`config.mk`:
```
export PLATFORM = sky130hd
export DESIGN_NAME = alt_vipvfr131_vfr_bank_scheduler_flat
export DESIGN_NICKNAME = d
export VERILOG_FILES = /design/src/rtl/alt_vipvfr131_vfr_bank_scheduler_if.sv /design/src/rtl/alt_vipvfr131_vfr_bank_scheduler.sv /design/src/flat_wrapper.sv
export SDC_FILE = /design/constraint.sdc
export NUM_CORES = 1
export LEC_CHECK = 0
export ABC_AREA = 1
export CAP_MARGIN = 10
export CORE_MARGIN = 2
export CORE_UTILIZATION = 49
export CTS_CLUSTER_SIZE = 10
export DETAILED_ROUTE_END_ITERATION = 7
export DONT_BUFFER_PORTS = 1
export PLACE_DENSITY = 0.66
export SETUP_SLACK_MARGIN = 0.05
export SLEW_MARGIN = 20
export SYNTH_ARGS = -nofsm -noshare
export SYNTH_HDL_FRONTEND = slang
export SYNTH_SLANG_ARGS = --single-unit
```
`constraint.sdc`:
```
create_clock -name clock -period 5.25 [get_ports clock]
set_input_delay 0.525 -clock clock [delete_from_list [all_inputs] [get_ports clock]]
set_output_delay 0.525 -clock clock [all_outputs]
set_load 0.1 [all_outputs]
```
`src/rtl/alt_vipvfr131_vfr_bank_scheduler_if.sv`:
```
// Producer post / buffer release / frame-reader control-slave bundle for the bank scheduler.
// master = scheduler side, slave = producer plus frame-reader side.
interface alt_vipvfr131_vfr_bank_scheduler_if;
    logic        in_valid;
    logic        in_ready;
    logic [31:0] in_base;
    logic [15:0] in_width;
    logic [15:0] in_height;
    logic [3:0]  in_interlaced;
    logic        rel_valid;
    logic [31:0] rel_base;
    logic [4:0]  av_address;
    logic        av_write;
    logic [31:0] av_writedata;
    logic        av_waitrequest;
    logic        av_irq;

    modport master (
        input  in_valid, in_base, in_width, in_height, in_interlaced,
        output in_ready,
        output rel_valid, rel_base,
        output av_address, av_write, av_writedata,
        input  av_waitrequest, av_irq
    );

    modport slave (
        output in_valid, in_base, in_width, in_height, in_interlaced,
        input  in_ready,
        input  rel_valid, rel_base,
        input  av_address, av_write, av_writedata,
        output av_waitrequest, av_irq
    );
endinterface

```
`src/rtl/alt_vipvfr131_vfr_bank_scheduler.sv`:
```
// Programs the idle frame-reader bank from a one-deep post slot, flips next_bank, acks irqs and releases old buffers.
// Latency: accepted post to first register write 34 cycles (33-cycle divide), then back-to-back writes.
// Backpressure: writes hold on av_waitrequest; posts refused while the slot is full. ALT_VFR_SCHED_STATS_EN adds frame counters.
module alt_vipvfr131_vfr_bank_scheduler #(
    parameter int BPS             = 8,
    parameter int CHANNELS_IN_PAR = 3,
    parameter int MEM_PORT_WIDTH  = 256
) (
    input  logic clock,
    input  logic reset,
    input  logic enable,
    alt_vipvfr131_vfr_bank_scheduler_if.master bus,
    output logic running
`ifdef ALT_VFR_SCHED_STATS_EN
    ,
    output logic [31:0] frames_shown,
    output logic [31:0] frames_repeated
`endif
);
    localparam int          PPW_DIV     = MEM_PORT_WIDTH / (BPS * CHANNELS_IN_PAR);
    localparam int          PPW         = (PPW_DIV < 1) ? 1 : PPW_DIV;
    localparam logic [32:0] PPW_W       = 33'(PPW);
    localparam logic [4:0]  A_CONTROL   = 5'd0;
    localparam logic [4:0]  A_INTERRUPT = 5'd2;
    localparam logic [4:0]  A_NEXT_BANK = 5'd3;
    localparam logic [4:0]  A_BANK0     = 5'd4;
    localparam logic [4:0]  BANK_STRIDE = 5'd7;

    typedef enum logic [2:0] {
        S_IDLE, S_CALC, S_PROG, S_SWITCH, S_WAIT_IRQ, S_ACK, S_GUARD
    } state_t;

    state_t      state_q, state_d;
    logic [2:0]  step_q, step_d;
    logic [5:0]  cnt_q, cnt_d;

    logic        pend_vld_q, pend_vld_d;
    logic [31:0] pend_base_q, pend_base_d;
    logic [15:0] pend_width_q, pend_width_d;
    logic [15:0] pend_height_q, pend_height_d;
    logic [3:0]  pend_il_q, pend_il_d;

    logic [31:0] samples_q, samples_d;
    logic [31:0] quo_q, quo_d;
    logic [31:0] rem_q, rem_d;
    logic [32:0] trial;
    logic [31:0] words;

    logic        cur_bank_q, cur_bank_d;
    logic        shown_vld_q, shown_vld_d;
    logic [31:0] shown_base_q, shown_base_d;
    logic        old_vld_q, old_vld_d;
    logic [31:0] old_base_q, old_base_d;
    logic        running_q, running_d;
    logic        rel_valid_q, rel_valid_d;
    logic [31:0] rel_base_q, rel_base_d;

    logic        av_write_q, av_write_d;
    logic [4:0]  av_address_q, av_address_d;
    logic [31:0] av_writedata_q, av_writedata_d;

    logic        nxt_wr;
    logic [4:0]  nxt_addr;
    logic [4:0]  nxt_off;
    logic [31:0] nxt_data;
    logic        nxt_bank;

    logic        wr_done;
    logic        switch_fin;
    logic        ack_fin;
    logic        accept;

    assign wr_done    = av_write_q && !bus.av_waitrequest;
    assign switch_fin = (state_q == S_SWITCH) && wr_done && (running_q || (step_q != 3'd0));
    assign ack_fin    = (state_q == S_ACK) && wr_done;
    assign nxt_bank   = ~cur_bank_q;
    assign words      = quo_q + {31'd0, |rem_q};

    assign bus.in_ready     = !pend_vld_q && enable && !reset;
    assign accept           = bus.in_valid && bus.in_ready;
    assign bus.rel_valid    = rel_valid_q;
    assign bus.rel_base     = rel_base_q;
    assign bus.av_write     = av_write_q;
    assign bus.av_address   = av_address_q;
    assign bus.av_writedata = av_writedata_q;
    assign running          = running_q;

    always_ff @(posedge clock) begin
        if (reset) begin
            state_q <= S_IDLE;
            step_q  <= 3'd0;
        end else begin
            state_q <= state_d;
            step_q  <= step_d;
        end
    end

    always_comb begin
        state_d = state_q;
        step_d  = step_q;
        case (state_q)
            S_IDLE: begin
                if (bus.av_irq) begin
                    state_d = S_ACK;
                    step_d  = 3'd0;
                end else if (pend_vld_q) begin
                    state_d = S_CALC;
                end
            end
            S_CALC: begin
                if (cnt_q == 6'd32) begin
                    state_d = S_PROG;
                    step_d  = 3'd0;
                end
            end
            S_PROG: begin
                if (wr_done) begin
                    if (step_q == 3'd5) begin
                        state_d = S_SWITCH;
                        step_d  = 3'd0;
                    end else begin
                        step_d = step_q + 3'd1;
                    end
                end
            end
            S_SWITCH: begin
                if (wr_done) begin
                    if (switch_fin) begin
                        state_d = S_WAIT_IRQ;
                        step_d  = 3'd0;
                    end else begin
                        step_d = 3'd1;
                    end
                end
            end
            S_WAIT_IRQ: begin
                if (bus.av_irq) begin
                    state_d = S_ACK;
                    step_d  = 3'd0;
                end
            end
            S_ACK: begin
                if (wr_done) state_d = S_GUARD;
            end
            S_GUARD: begin
                state_d = pend_vld_q ? S_CALC : S_IDLE;
            end
            default: begin
                state_d = S_IDLE;
                step_d  = 3'd0;
            end
        endcase
    end

    // Register write selected by where the FSM will be next cycle, so writes chain without gaps.
    always_comb begin
        nxt_wr   = 1'b0;
        nxt_off  = 5'd0;
        nxt_addr = 5'd0;
        nxt_data = 32'd0;
        case (state_d)
            S_PROG: begin
                nxt_wr = 1'b1;
                case (step_d)
                    3'd0:    begin nxt_off = 5'd0; nxt_data = pend_base_q; end
                    3'd1:    begin nxt_off = 5'd1; nxt_data = words; end
                    3'd2:    begin nxt_off = 5'd2; nxt_data = samples_q; end
                    3'd3:    begin nxt_off = 5'd4; nxt_data = {16'd0, pend_width_q}; end
                    3'd4:    begin nxt_off = 5'd5; nxt_data = {16'd0, pend_height_q}; end
                    default: begin nxt_off = 5'd6; nxt_data = {28'd0, pend_il_q}; end
                endcase
                nxt_addr = A_BANK0 + nxt_off + (nxt_bank ? BANK_STRIDE : 5'd0);
            end
            S_SWITCH: begin
                nxt_wr = 1'b1;
                if (step_d == 3'd0) begin
                    nxt_addr = A_NEXT_BANK;
                    nxt_data = {31'd0, nxt_bank};
                end else begin
                    nxt_addr = A_CONTROL;
                    nxt_data = 32'h3;
                end
            end
            S_ACK: begin
                nxt_wr   = 1'b1;
                nxt_addr = A_INTERRUPT;
                nxt_data = 32'h1;
            end
            default: ;
        endcase
    end

    always_comb begin
        pend_vld_d    = pend_vld_q;
        pend_base_d   = pend_base_q;
        pend_width_d  = pend_width_q;
        pend_height_d = pend_height_q;
        pend_il_d     = pend_il_q;
        if (accept) begin
            pend_vld_d    = 1'b1;
            pend_base_d   = bus.in_base;
            pend_width_d  = bus.in_width;
            pend_height_d = bus.in_height;
            pend_il_d     = bus.in_interlaced;
        end
        if (switch_fin) pend_vld_d = 1'b0;

        // First CALC cycle forms the product, the remaining 32 run one restoring step each.
        cnt_d     = 6'd0;
        samples_d = samples_q;
        quo_d     = quo_q;
        rem_d     = rem_q;
        trial     = {rem_q, quo_q[31]};
        if (state_q == S_CALC) begin
            cnt_d = cnt_q + 6'd1;
            if (cnt_q == 6'd0) begin
                samples_d = 32'(pend_width_q) * 32'(pend_height_q);
                quo_d     = 32'(pend_width_q) * 32'(pend_height_q);
                rem_d     = 32'd0;
            end else if (trial >= PPW_W) begin
                rem_d = 32'(trial - PPW_W);
                quo_d = {quo_q[30:0], 1'b1};
            end else begin
                rem_d = trial[31:0];
                quo_d = {quo_q[30:0], 1'b0};
            end
        end

        running_d    = running_q;
        cur_bank_d   = cur_bank_q;
        shown_vld_d  = shown_vld_q;
        shown_base_d = shown_base_q;
        old_vld_d    = old_vld_q;
        old_base_d   = old_base_q;
        if ((state_q == S_SWITCH) && wr_done && (step_q == 3'd1)) running_d = 1'b1;
        if (switch_fin) begin
            cur_bank_d   = nxt_bank;
            shown_vld_d  = 1'b1;
            shown_base_d = pend_base_q;
            old_vld_d    = running_q && shown_vld_q;
            old_base_d   = shown_base_q;
        end

        rel_valid_d = 1'b0;
        rel_base_d  = rel_base_q;
        if (ack_fin) begin
            old_vld_d = 1'b0;
            if (old_vld_q) begin
                rel_valid_d = 1'b1;
                rel_base_d  = old_base_q;
            end
        end

        av_write_d     = av_write_q;
        av_address_d   = av_address_q;
        av_writedata_d = av_writedata_q;
        if (!(av_write_q && bus.av_waitrequest)) begin
            av_write_d     = nxt_wr;
            av_address_d   = nxt_addr;
            av_writedata_d = nxt_data;
        end
    end

    always_ff @(posedge clock) begin
        if (reset) begin
            cnt_q          <= 6'd0;
            pend_vld_q     <= 1'b0;
            pend_base_q    <= 32'd0;
            pend_width_q   <= 16'd0;
            pend_height_q  <= 16'd0;
            pend_il_q      <= 4'd0;
            samples_q      <= 32'd0;
            quo_q          <= 32'd0;
            rem_q          <= 32'd0;
            cur_bank_q     <= 1'b1;
            shown_vld_q    <= 1'b0;
            shown_base_q   <= 32'd0;
            old_vld_q      <= 1'b0;
            old_base_q     <= 32'd0;
            running_q      <= 1'b0;
            rel_valid_q    <= 1'b0;
            rel_base_q     <= 32'd0;
            av_write_q     <= 1'b0;
            av_address_q   <= 5'd0;
            av_writedata_q <= 32'd0;
        end else begin
            cnt_q          <= cnt_d;
            pend_vld_q     <= pend_vld_d;
            pend_base_q    <= pend_base_d;
            pend_width_q   <= pend_width_d;
            pend_height_q  <= pend_height_d;
            pend_il_q      <= pend_il_d;
            samples_q      <= samples_d;
            quo_q          <= quo_d;
            rem_q          <= rem_d;
            cur_bank_q     <= cur_bank_d;
            shown_vld_q    <= shown_vld_d;
            shown_base_q   <= shown_base_d;
            old_vld_q      <= old_vld_d;
            old_base_q     <= old_base_d;
            running_q      <= running_d;
            rel_valid_q    <= rel_valid_d;
            rel_base_q     <= rel_base_d;
            av_write_q     <= av_write_d;
            av_address_q   <= av_address_d;
            av_writedata_q <= av_writedata_d;
        end
    end

`ifdef ALT_VFR_SCHED_STATS_EN
    logic [31:0] shown_cnt_q, shown_cnt_d;
    logic [31:0] rep_cnt_q, rep_cnt_d;

    always_comb begin
        shown_cnt_d = shown_cnt_q;
        rep_cnt_d   = rep_cnt_q;
        if (switch_fin) shown_cnt_d = shown_cnt_q + 32'd1;
        if (ack_fin && !old_vld_q) rep_cnt_d = rep_cnt_q + 32'd1;
    end

    always_ff @(posedge clock) begin
        if (reset) begin
            shown_cnt_q <= 32'd0;
            rep_cnt_q   <= 32'd0;
        end else begin
            shown_cnt_q <= shown_cnt_d;
            rep_cnt_q   <= rep_cnt_d;
        end
    end

    assign frames_shown    = shown_cnt_q;
    assign frames_repeated = rep_cnt_q;
`endif
endmodule

```
`src/flat_wrapper.sv`:
```
// flat-port wrapper written by rule: the top's interface ports become plain ports
module alt_vipvfr131_vfr_bank_scheduler_flat 
#(
    parameter int BPS             = 8,
    parameter int CHANNELS_IN_PAR = 3,
    parameter int MEM_PORT_WIDTH  = 256
)
  (clock, reset, enable, running, bus_in_valid, bus_in_base, bus_in_width, bus_in_height, bus_in_interlaced, bus_in_ready, bus_rel_valid, bus_rel_base, bus_av_address, bus_av_write, bus_av_writedata, bus_av_waitrequest, bus_av_irq);
  alt_vipvfr131_vfr_bank_scheduler_if bus_i ();
  input  logic clock;
  input  logic reset;
  input  logic enable;
  output logic running;
  input wire logic [$bits(bus_i.in_valid)-1:0] bus_in_valid;
  input wire logic [$bits(bus_i.in_base)-1:0] bus_in_base;
  input wire logic [$bits(bus_i.in_width)-1:0] bus_in_width;
  input wire logic [$bits(bus_i.in_height)-1:0] bus_in_height;
  input wire logic [$bits(bus_i.in_interlaced)-1:0] bus_in_interlaced;
  output wire logic [$bits(bus_i.in_ready)-1:0] bus_in_ready;
  output wire logic [$bits(bus_i.rel_valid)-1:0] bus_rel_valid;
  output wire logic [$bits(bus_i.rel_base)-1:0] bus_rel_base;
  output wire logic [$bits(bus_i.av_address)-1:0] bus_av_address;
  output wire logic [$bits(bus_i.av_write)-1:0] bus_av_write;
  output wire logic [$bits(bus_i.av_writedata)-1:0] bus_av_writedata;
  input wire logic [$bits(bus_i.av_waitrequest)-1:0] bus_av_waitrequest;
  input wire logic [$bits(bus_i.av_irq)-1:0] bus_av_irq;
  assign bus_i.in_valid = bus_in_valid;
  assign bus_i.in_base = bus_in_base;
  assign bus_i.in_width = bus_in_width;
  assign bus_i.in_height = bus_in_height;
  assign bus_i.in_interlaced = bus_in_interlaced;
  assign bus_in_ready = bus_i.in_ready;
  assign bus_rel_valid = bus_i.rel_valid;
  assign bus_rel_base = bus_i.rel_base;
  assign bus_av_address = bus_i.av_address;
  assign bus_av_write = bus_i.av_write;
  assign bus_av_writedata = bus_i.av_writedata;
  assign bus_i.av_waitrequest = bus_av_waitrequest;
  assign bus_i.av_irq = bus_av_irq;
  alt_vipvfr131_vfr_bank_scheduler #(.BPS(BPS), .CHANNELS_IN_PAR(CHANNELS_IN_PAR), .MEM_PORT_WIDTH(MEM_PORT_WIDTH)) u_core (.clock(clock), .reset(reset), .enable(enable), .bus(bus_i), .running(running));
endmodule
```
; Yosys cells after proc, flatten, opt, wreduce, memory -nomap -nowiden
; Cells that the tools add are included.
[totals]
inputBits = 74
output_inout_bits = 73
elab_cells = 109
reg_bits = 316
[classes]
bitwise = 3
n_reduce_logical = 28
mul = 1
muxes = 32
magnitude_cmp = 1
n_eq_ne = 16
add_sub_neg = 6
[ops]
columns = operator, n
row1 = case mux 32 bit (5 select lines), 1
row2 = two-way mux 32 bit, 3
row3 = case mux 32 bit (3 select lines), 1
row4 = two-way mux 3 bit, 15
row5 = ">= comparator 33 x 4 -> 1 bit, second input constant", 1
row6 = adder 32 x 1 -> 32 bit, 1
row7 = multiplier 16 x 16 -> 32 bit, 1
row8 = OR reduction 32 bit, 1
row9 = "subtractor 32 x 4 -> 32 bit, second input constant", 1
row10 = case mux 3 bit (5 select lines), 2
row11 = case mux 3 bit (7 select lines), 1
row12 = "equality test 3 x 2 -> 1 bit, second input constant", 6
row13 = "equality test 3 bit, second input constant", 6
row14 = case mux 5 bit (3 select lines), 1
row15 = OR reduction 2 bit, 6
row16 = logical AND 1 bit, 10
row17 = "equality test 3 x 1 -> 1 bit, second input constant", 3
row18 = "adder 6 x 1 -> 6 bit, second input constant", 1
row19 = "equality test 6 bit, second input constant", 1
row20 = zero test 3 bit, 2
row21 = zero test 6 bit, 1
row22 = "adder 3 x 5 -> 5 bit, first input constant", 1
row23 = adder 5 bit, 1
row24 = two-way mux 1 bit, 5
row25 = 9 further kinds, 15

; Logic depth before layout (Yosys ltp)
; Gate-level depths: netlist (run 1).
[logic_depth]
depth_word = 13
ltp_mapped = 30
depth_no_buf = 28

; Worst setup path before layout (run 1)
; Ideal clock, no wire load.
[synth_timing]
kind = reg2reg
startpoint = register u_core.pend_width_q[5]
endpoint = register u_core.quo_q[24]
n_path_buf = 2
setup_time_ns = 0.070
period_less_slack_ns = 5.668
setup_slack_ns = -0.418
required_ns = 5.180
arrival_time_ns = 5.598
path_stages_with_launch = 27
path_cell_list = dfxtp_1 -> clkbuf_1 -> clkbuf_1 -> nand2_1 -> fa_1 -> inv_1 -> fa_1 -> inv_1 -> fa_1 -> inv_1 -> fa_1 -> fa_1 -> inv_1 -> fa_1 -> inv_1 -> ha_1 -> nand2_1 -> o21ai_0 -> inv_1 -> o21ai_0 -> a21oi_1 -> o21bai_1 -> nand2_1 -> nand2_1 -> xor2_1 -> nand2_1 -> a21oi_1
[synth_via]
elab_chain_len = 2
[synth_rtl]
columns = item, line_no
row1 = from (decl), alt_vipvfr131_vfr_bank_scheduler.sv:39  ; logic [15:0] pend_width_q, pend_width_d;
row2 = from (signal assigned), alt_vipvfr131_vfr_bank_scheduler.sv:290  ; pend_width_q <= pend_width_d;
row3 = multiplier 16 x 16 -> 32 bit, alt_vipvfr131_vfr_bank_scheduler.sv:218  ; quo_d = 32'(pend_width_q) * 32'(pend_height_q);
row4 = two-way mux 32 bit, alt_vipvfr131_vfr_bank_scheduler.sv:216  ; if (cnt_q == 6'd0) begin
row5 = to (signal assigned), alt_vipvfr131_vfr_bank_scheduler.sv:294  ; quo_q <= quo_d;
row6 = to (decl), alt_vipvfr131_vfr_bank_scheduler.sv:44  ; logic [31:0] quo_q, quo_d;
; Every way passes these cells.
; A chain may end at the register's enable or synchronous reset.

; Worst setup path in the final report (run 1)
[layout_timing]
startpoint = register u_core.pend_width_q[6]
endpoint = register u_core.samples_q[31]
[layout_via]
elab_chain_len = 1
[layout_rtl]
columns = item, line_no
row1 = multiplier 16 x 16 -> 32 bit, alt_vipvfr131_vfr_bank_scheduler.sv:217  ; samples_d = 32'(pend_width_q) * 32'(pend_height_q);
row2 = to (signal assigned), alt_vipvfr131_vfr_bank_scheduler.sv:293  ; samples_q <= samples_d;
row3 = to (decl), alt_vipvfr131_vfr_bank_scheduler.sv:43  ; logic [31:0] samples_q, samples_d;
; Every way passes these cells.

==> results of run 1 <==
cells by family (layout without fill, tap and decap cells):
kind of cell	Yosys count	in the layout	synth area share, %
adders and majority gates	309	309	23.38
and+or+nand+nor	1224	1224	22.00
xor gates and xnor gates	66	66	2.535
buffers and inverters	696	791	11.77
DFF	316	316	27.75
AOI/OAI and AO/OA	539	539	12.58
what timing repair did:
item / 4_1_cts / 5_1_grt
gates resized for setup: 131 / 74
setup buffers: 24 / 15
pin swaps: 44 / 47
setup endpoints to repair: 44 / 43
gates cloned: 1 / 0
final cells by class:
type / count / area [µm²] / area share (%)
Multi-Input combinational cell: 2138 / 14520 / 54.47
Sequential cell: 316 / 6391 / 23.97
Inverter: 523 / 1964 / 7.368
Timing Repair Buffer: 216 / 1878 / 7.044
Clock buffer: 46 / 1052 / 3.947
Tap cell: 607 / 759.5 / 2.849
Clock inverter: 6 / 95.09 / 0.3567
sequential cells by signal (all words and copies together) (netlist names):
signal / flops
u_core.bus.av_writedata: 32
u_core.bus.rel_base: 32
u_core.old_base_q: 32
u_core.pend_base_q: 32
u_core.quo_q: 32
u_core.rem_q: 32
u_core.samples_q: 32
u_core.shown_base_q: 32
u_core.pend_height_q: 16
u_core.pend_width_q: 16
u_core.cnt_q: 6
u_core.bus.av_address: 5
u_core.pend_il_q: 4
u_core.state_q: 3
u_core.step_q: 3
u_core.bus.av_write: 1
u_core.bus.rel_valid: 1
u_core.cur_bank_q: 1
u_core.old_vld_q: 1
u_core.pend_vld_q: 1
u_core.running: 1
u_core.shown_vld_q: 1
routing by layer:
layer / routed length [µm] / share of wire [%] / vias up
met2: 33230 / 47 / 741
met3: 4743 / 6.7 / 139
li1: - / - / 9951
met1: 30520 / 43 / 9988
met5: 0 / 0 / -
met4: 2279 / 3.2 / 0
power by group through the flow:
stage	combinational (mW)	clock (mW)	sequential, mW
4_1_cts	0.475	2.53	2.49
2_1_floorplan	0.327	0	2.52
5_1_grt	0.538	2.62	2.50
3_3_place_gp	0.443	0	2.55
6_report	0.494	2.51	2.50
3_5_place_dp	0.447	0	2.55
through the flow:
step / hold WS (ns) / power, mW / util [%] / std cells
after global routing: 0.04220 / 5.659 / 57.64 / 3852
after floorplan: 0.4297 / 2.849 / - / 3150
after global placement: 0.4417 / 2.990 / 53.05 / 3762
after detailed placement: 0.4458 / 2.995 / 53.05 / 3762
after CTS: 0.05657 / 5.502 / 56.80 / 3837
final: 0.06649 / 5.495 / 57.64 / 3852
how the worst min path moves through the flow:
stage / start / endpoint / slack [ns] / cells past startpoint
3_3_place_gp: u_core.cnt_q[0] / u_core.cnt_q[0] / 0.44 / 1
2_1_floorplan: u_core.old_base_q[25] / u_core.bus.rel_base[25] / 0.43 / 2
4_1_cts: reset / u_core.shown_base_q[13] / 0.06 / 1
3_5_place_dp: u_core.old_base_q[28] / u_core.old_base_q[28] / 0.45 / 2
5_1_grt: reset / u_core.shown_base_q[13] / 0.04 / 1
6_report: reset / u_core.shown_base_q[13] / 0.07 / 1
synth_stat cells, types with 26 or more instances:
library cell    n
nand2_1       879
inv_1         511
a21oi_1       316
dfxtp_1       316
fa_1          195
clkbuf_1      147
nor2_1        140
o21ai_0       136
ha_1          114
nand3_1       108
xor2_1         44
nor3_1         34
a31oi_1        26
==> flow_metrics.tcl, run 1 <==
set metrics [dict create \
    r2r-start "u_core.pend_width_q[6]" \
    pwr-share-seq_pct 45.4 \
    worstMarginPinSlew_ns 1.105 \
    rsz0062_at_grt "yes" \
    outcome "complete, but fails checks" \
    reg2reg_to "u_core.samples_q[31]" \
    grt_max_degree 216 \
    final_cell_mix "847 x nand2_1, 484 x inv_1, 290 x dfxtp_1" \
    port_buffers 0 \
    path_buf_inv 8 \
    powerDensity_nw_per_um2 206.1 \
    p_leak_nw 12.54 \
    setup_viol 34 \
    min_period_ns 5.592 \
    layout.nets 3617 \
    wl_per_cell_um 18.37 \
    crit_end "u_core.samples_q[31]" \
    finalSetupTns_ns -6.886 \
    yosysWarnings 0 \
    dominantRegCellSynth "dfxtp_1" \
    setup_slack_ns -0.3423 \
    drt-total-wl_um 70770 \
    cp_slowest_stage_delay_ns 0.57 \
    grt_pass1_vias 20650 \
    cp-end-kind "register" \
    initial_core_util_pct 49.29 \
    synth_edf_count 0 \
    cp-start-kind "register" \
    path_class "register to register" \
    place_area_um2 24540 \
    required_ns 5.71 \
    synth_nets 3533 \
    slew_violations 0 \
    use_met2_pct 49.54 \
    final_common_cell "nand2_1" \
    syn_area_um2 22800 \
    die_area_um2 48270 \
    synth_seq_area_share_pct 27.75 \
    busiest_layer "met2" \
    peakVddDrop_v 0.0002952 \
    r2r_slack_ns -0.34 \
    htree_levels 2 \
    met3_usage_pct 4.859 \
    overflow 0 \
    grt_pass1_wl_um 112000 \
    cts_buffer_depth 3 \
    drcViolationCount 0 \
    p_comb_share_pct 9.0 \
    synthCells 3150 \
    yosys.cell_types.count 51 \
    p_sw_share_pct 25.88 \
    top_level_ports 147 \
    critPathArrivalTime_ns 6.06 \
    clk_latency_ns 0.56 \
    cap_violations 0 \
    cp_common_cell "nand2_1" \
    synth_largest_area_cell "dfxtp_1" \
    chipHeight_um 219.7 \
    dr.pass1.iters 5 \
    internal-power_mw 4.073 \
    num_vias 20820 \
    period_share_pct 106.5 \
    n_antenna_cell 0 \
    numClockSinks 316 \
    fin_skew_ns 0.03305 \
    synth_top_area_share_pct 27.75 \
    stdcell_area_um2 26660 \
    grt.total_usage_pct 29.47 \
    syn_area_per_cell_um2 7.238 \
    critical_path.slowest_cell "fa_2" \
    synthTopCellsByArea "dfxtp_1 28%, fa_1 17%, nand2_1 14%, inv_1 8.4%, a21oi_1 6.9%" \
    cts_hold_buf 0 \
    drive_above_1_share_pct 14.79 \
    cp_max_fo 6 \
    final_hold_viol_count 0 \
    violations "setup timing" \
    crit_start "u_core.pend_width_q[6]" \
    fillerInstances 4263 \
    max_freq_ghz 0.1788 \
    antenna_found_initial 0 \
    use_met1_pct 38.79 \
    cts_buffers 39 \
    dpl.hpwl_um 53690 \
    antenna_left 0 \
    cts_tree "done" \
    pre_cts_slack_ns -0.5999 \
    coreArea_um2 46260 \
    reg2reg_depth 25 \
    drt-initial-drc-count 1592 \
    rows 79 \
    slew_headroom_pct 26.26 \
    area_growth_pct 16.93 \
    async_flop_share_pct 0 \
    ys_ff_latch 316 \
    place_congestion 0.9453 \
    pwr-share-clk_pct 45.6 \
    path_delay_family "adder cells" \
    cp.depth 25 \
    p_sw_mw 1.422 \
    viasPerCell 5.405 \
    cts-root-buf "clkbuf_16" \
    dieWidth_um 219.7 \
    holdCritPathClass "input pin to register" \
    clk_pin_slew_ns 0.05 \
]
Power figures use the tool's default switching activity.
==> run 2, diff against run 1 <==
--- a/config.mk
+++ b/config.mk
@@ -7,12 +7,10 @@
 export LEC_CHECK = 0
 export ABC_AREA = 1
 export CAP_MARGIN = 10
-export CORE_MARGIN = 2
 export CORE_UTILIZATION = 49
 export CTS_CLUSTER_SIZE = 10
 export DETAILED_ROUTE_END_ITERATION = 7
 export DONT_BUFFER_PORTS = 1
-export PLACE_DENSITY = 0.66
 export SETUP_SLACK_MARGIN = 0.05
 export SLEW_MARGIN = 20
 export SYNTH_ARGS = -nofsm -noshare
==> constraint.sdc (replaced) <==
create_clock -name clock -period 6 [get_ports clock]
set_input_delay 0.6 -clock clock [delete_from_list [all_inputs] [get_ports clock]]
set_output_delay 0.6 -clock clock [all_outputs]
set_load 0.1 [all_outputs]
==> flow_metrics.tcl, run 2 (synthesized netlist as in run 1, its figures left out) <==
set metrics [dict create \
    antenna_left 0 \
    cap_violations 0 \
    cts_buffer_depth 3 \
    worstMarginPinSlew_ns 1.151 \
    cts_tree "done" \
    grt.total_usage_pct 29.06 \
    pwr-share-seq_pct 45.5 \
    wl_per_cell_um 18.34 \
    port_buffers 0 \
    fin_hold_ws_ns 0.1122 \
    pwr-share-clk_pct 47.6 \
    viasPerCell 5.406 \
    dr.pass1.iters 8 \
    internal-power_mw 3.586 \
    min_period_ns 5.667 \
    busiest_layer "met2" \
    grt_pass1_vias 19700 \
    antenna_found_initial 2 \
    period_share_pct 94.46 \
    overflow 0 \
    cp_slowest_stage_delay_ns 0.58 \
    use_met1_pct 38.04 \
    initial_core_util_pct 49.92 \
    p_sw_mw 1.244 \
    powerDensity_nw_per_um2 195.2 \
    numClockSinks 316 \
    place_congestion 0.9497 \
    rows 78 \
    outcome "finished clean" \
    p_sw_share_pct 25.76 \
    dpl.hpwl_um 52730 \
    htree_levels 2 \
    cts_hold_buf 0 \
    fin_skew_ns 0.03901 \
    chipHeight_um 217.7 \
    dieWidth_um 217.7 \
    clk_latency_ns 0.57 \
    path_class "register to register" \
    drt-initial-drc-count 1545 \
    layout.nets 3466 \
    postCtsSetupBuffers 0 \
    drive_above_1_share_pct 6.454 \
    holdCritPathClass "input pin to register" \
    use_met2_pct 48.07 \
    area_growth_pct 8.522 \
    cp-end-kind "register" \
    required_ns 6.47 \
    coreArea_um2 45670 \
    clk_pin_slew_ns 0.06 \
    critical_path.slowest_cell "dfxtp_1" \
    p_comb_share_pct 6.8 \
    final_cell_mix "877 x nand2_1, 511 x inv_1, 310 x a21oi_1" \
    final_util_pct 54.17 \
    path_cells "buf_4 -> nand2_1 -> fa_1 -> inv_1 -> fa_1 -> ha_1 -> inv_1 -> fa_1 -> fa_1 -> fa_1 -> inv_1 -> ha_1 -> nand2_1 -> nor2_1 -> nand2_1 -> nand2_1 -> a21oi_1 -> buf_4 -> o21ai_1 -> buf_4 -> xor2_1 -> nand2_1 -> a21oi_1" \
    p_leak_nw 11.55 \
    peakVddDrop_v 0.0002057 \
    max_freq_ghz 0.1765 \
    num_vias 20000 \
    grt_pass1_wl_um 107000 \
    critPathArrivalTime_ns 6.14 \
    final_common_cell "nand2_1" \
    die_area_um2 47400 \
    cts_buffers 40 \
    setup_viol 0 \
    drcViolationCount 0 \
    rsz0062_at_grt "yes" \
    cp-start-kind "register" \
    cp_max_fo 9 \
    slew_violations 0 \
    finalSetupTns_ns 0 \
    slew_headroom_pct 23.17 \
    cts-root-buf "clkbuf_16" \
    met3_usage_pct 4.365 \
    grt_max_degree 216 \
    top_level_ports 147 \
    drt-total-wl_um 67850 \
    final_hold_viol_count 0 \
]
==> run 2: area by class of cell <==
type | count | area, µm²
diodes | 1 | 2.502
clock buffers | 50 | 1079
inverters | 523 | 1964
fillers | 4524 | 20930
clock inverters | 8 | 145.1
multi-input cells | 2138 | 13940
flip-flops and latches | 316 | 6370
well taps | 600 | 750.7
repair buffers | 64 | 488.0
==> run 2: worst paths after layout <==
kind | start | endpoint | slack, ns | cells after the start
worst max-delay path | u_core.pend_height_q[1] | u_core.samples_q[22] | 0.33 | 23
worst min-delay path | reset | u_core.shown_base_q[25] | 0.11 | 1
worst max register to register | u_core.pend_height_q[1] | u_core.samples_q[22] | 0.33 | 23
worst min register to register | u_core.old_base_q[20] | u_core.old_base_q[20] | 0.45 | 2
==> run 2: routing by layer <==
layer | wire [µm] | share of wire, %
met5 | 13 | 0.019
met4 | 2589 | 3.8
met3 | 3812 | 5.6
met2 | 31570 | 47
met1 | 29870 | 44
==> run 2: what timing repair did <==
action	CTS	global route
endpoints found under the setup margin	4	33
gates cloned	0	0
pin swaps	0	2
resized for setup	1	58
==> run 2: worst max-delay path, delay by kind of cell (launching register included) <==
family          cells  cell delay, ns
flops               1            0.58
simple gates        6            0.63
buf+inv             6            0.66
xor+xnor            1            0.15
compound gates      3            0.40
fa+ha+maj           7            3.12
==> run 2: power groups by stage <==
stage	combinational [mW]	clock, mW	sequential, mW
4_1_cts	0.323	2.35	2.20
3_3_place_gp	0.319	0	2.24
3_5_place_dp	0.320	0	2.24
5_1_grt	0.370	2.42	2.20
6_report	0.330	2.30	2.20
2_1_floorplan	0.257	0	2.21
==> run 2: through the flow <==
step,area (µm²),cells,power [mW],worst slack [ns]
floorplan,22800,3150,2.463,0.3317
global route,24740,3699,4.995,0.04292
CTS,24550,3699,4.866,0.05160
detailed placement,23330,3641,2.562,0.02992
global placement,23330,3641,2.560,0.1469
finish,24740,3700,4.830,0.3327
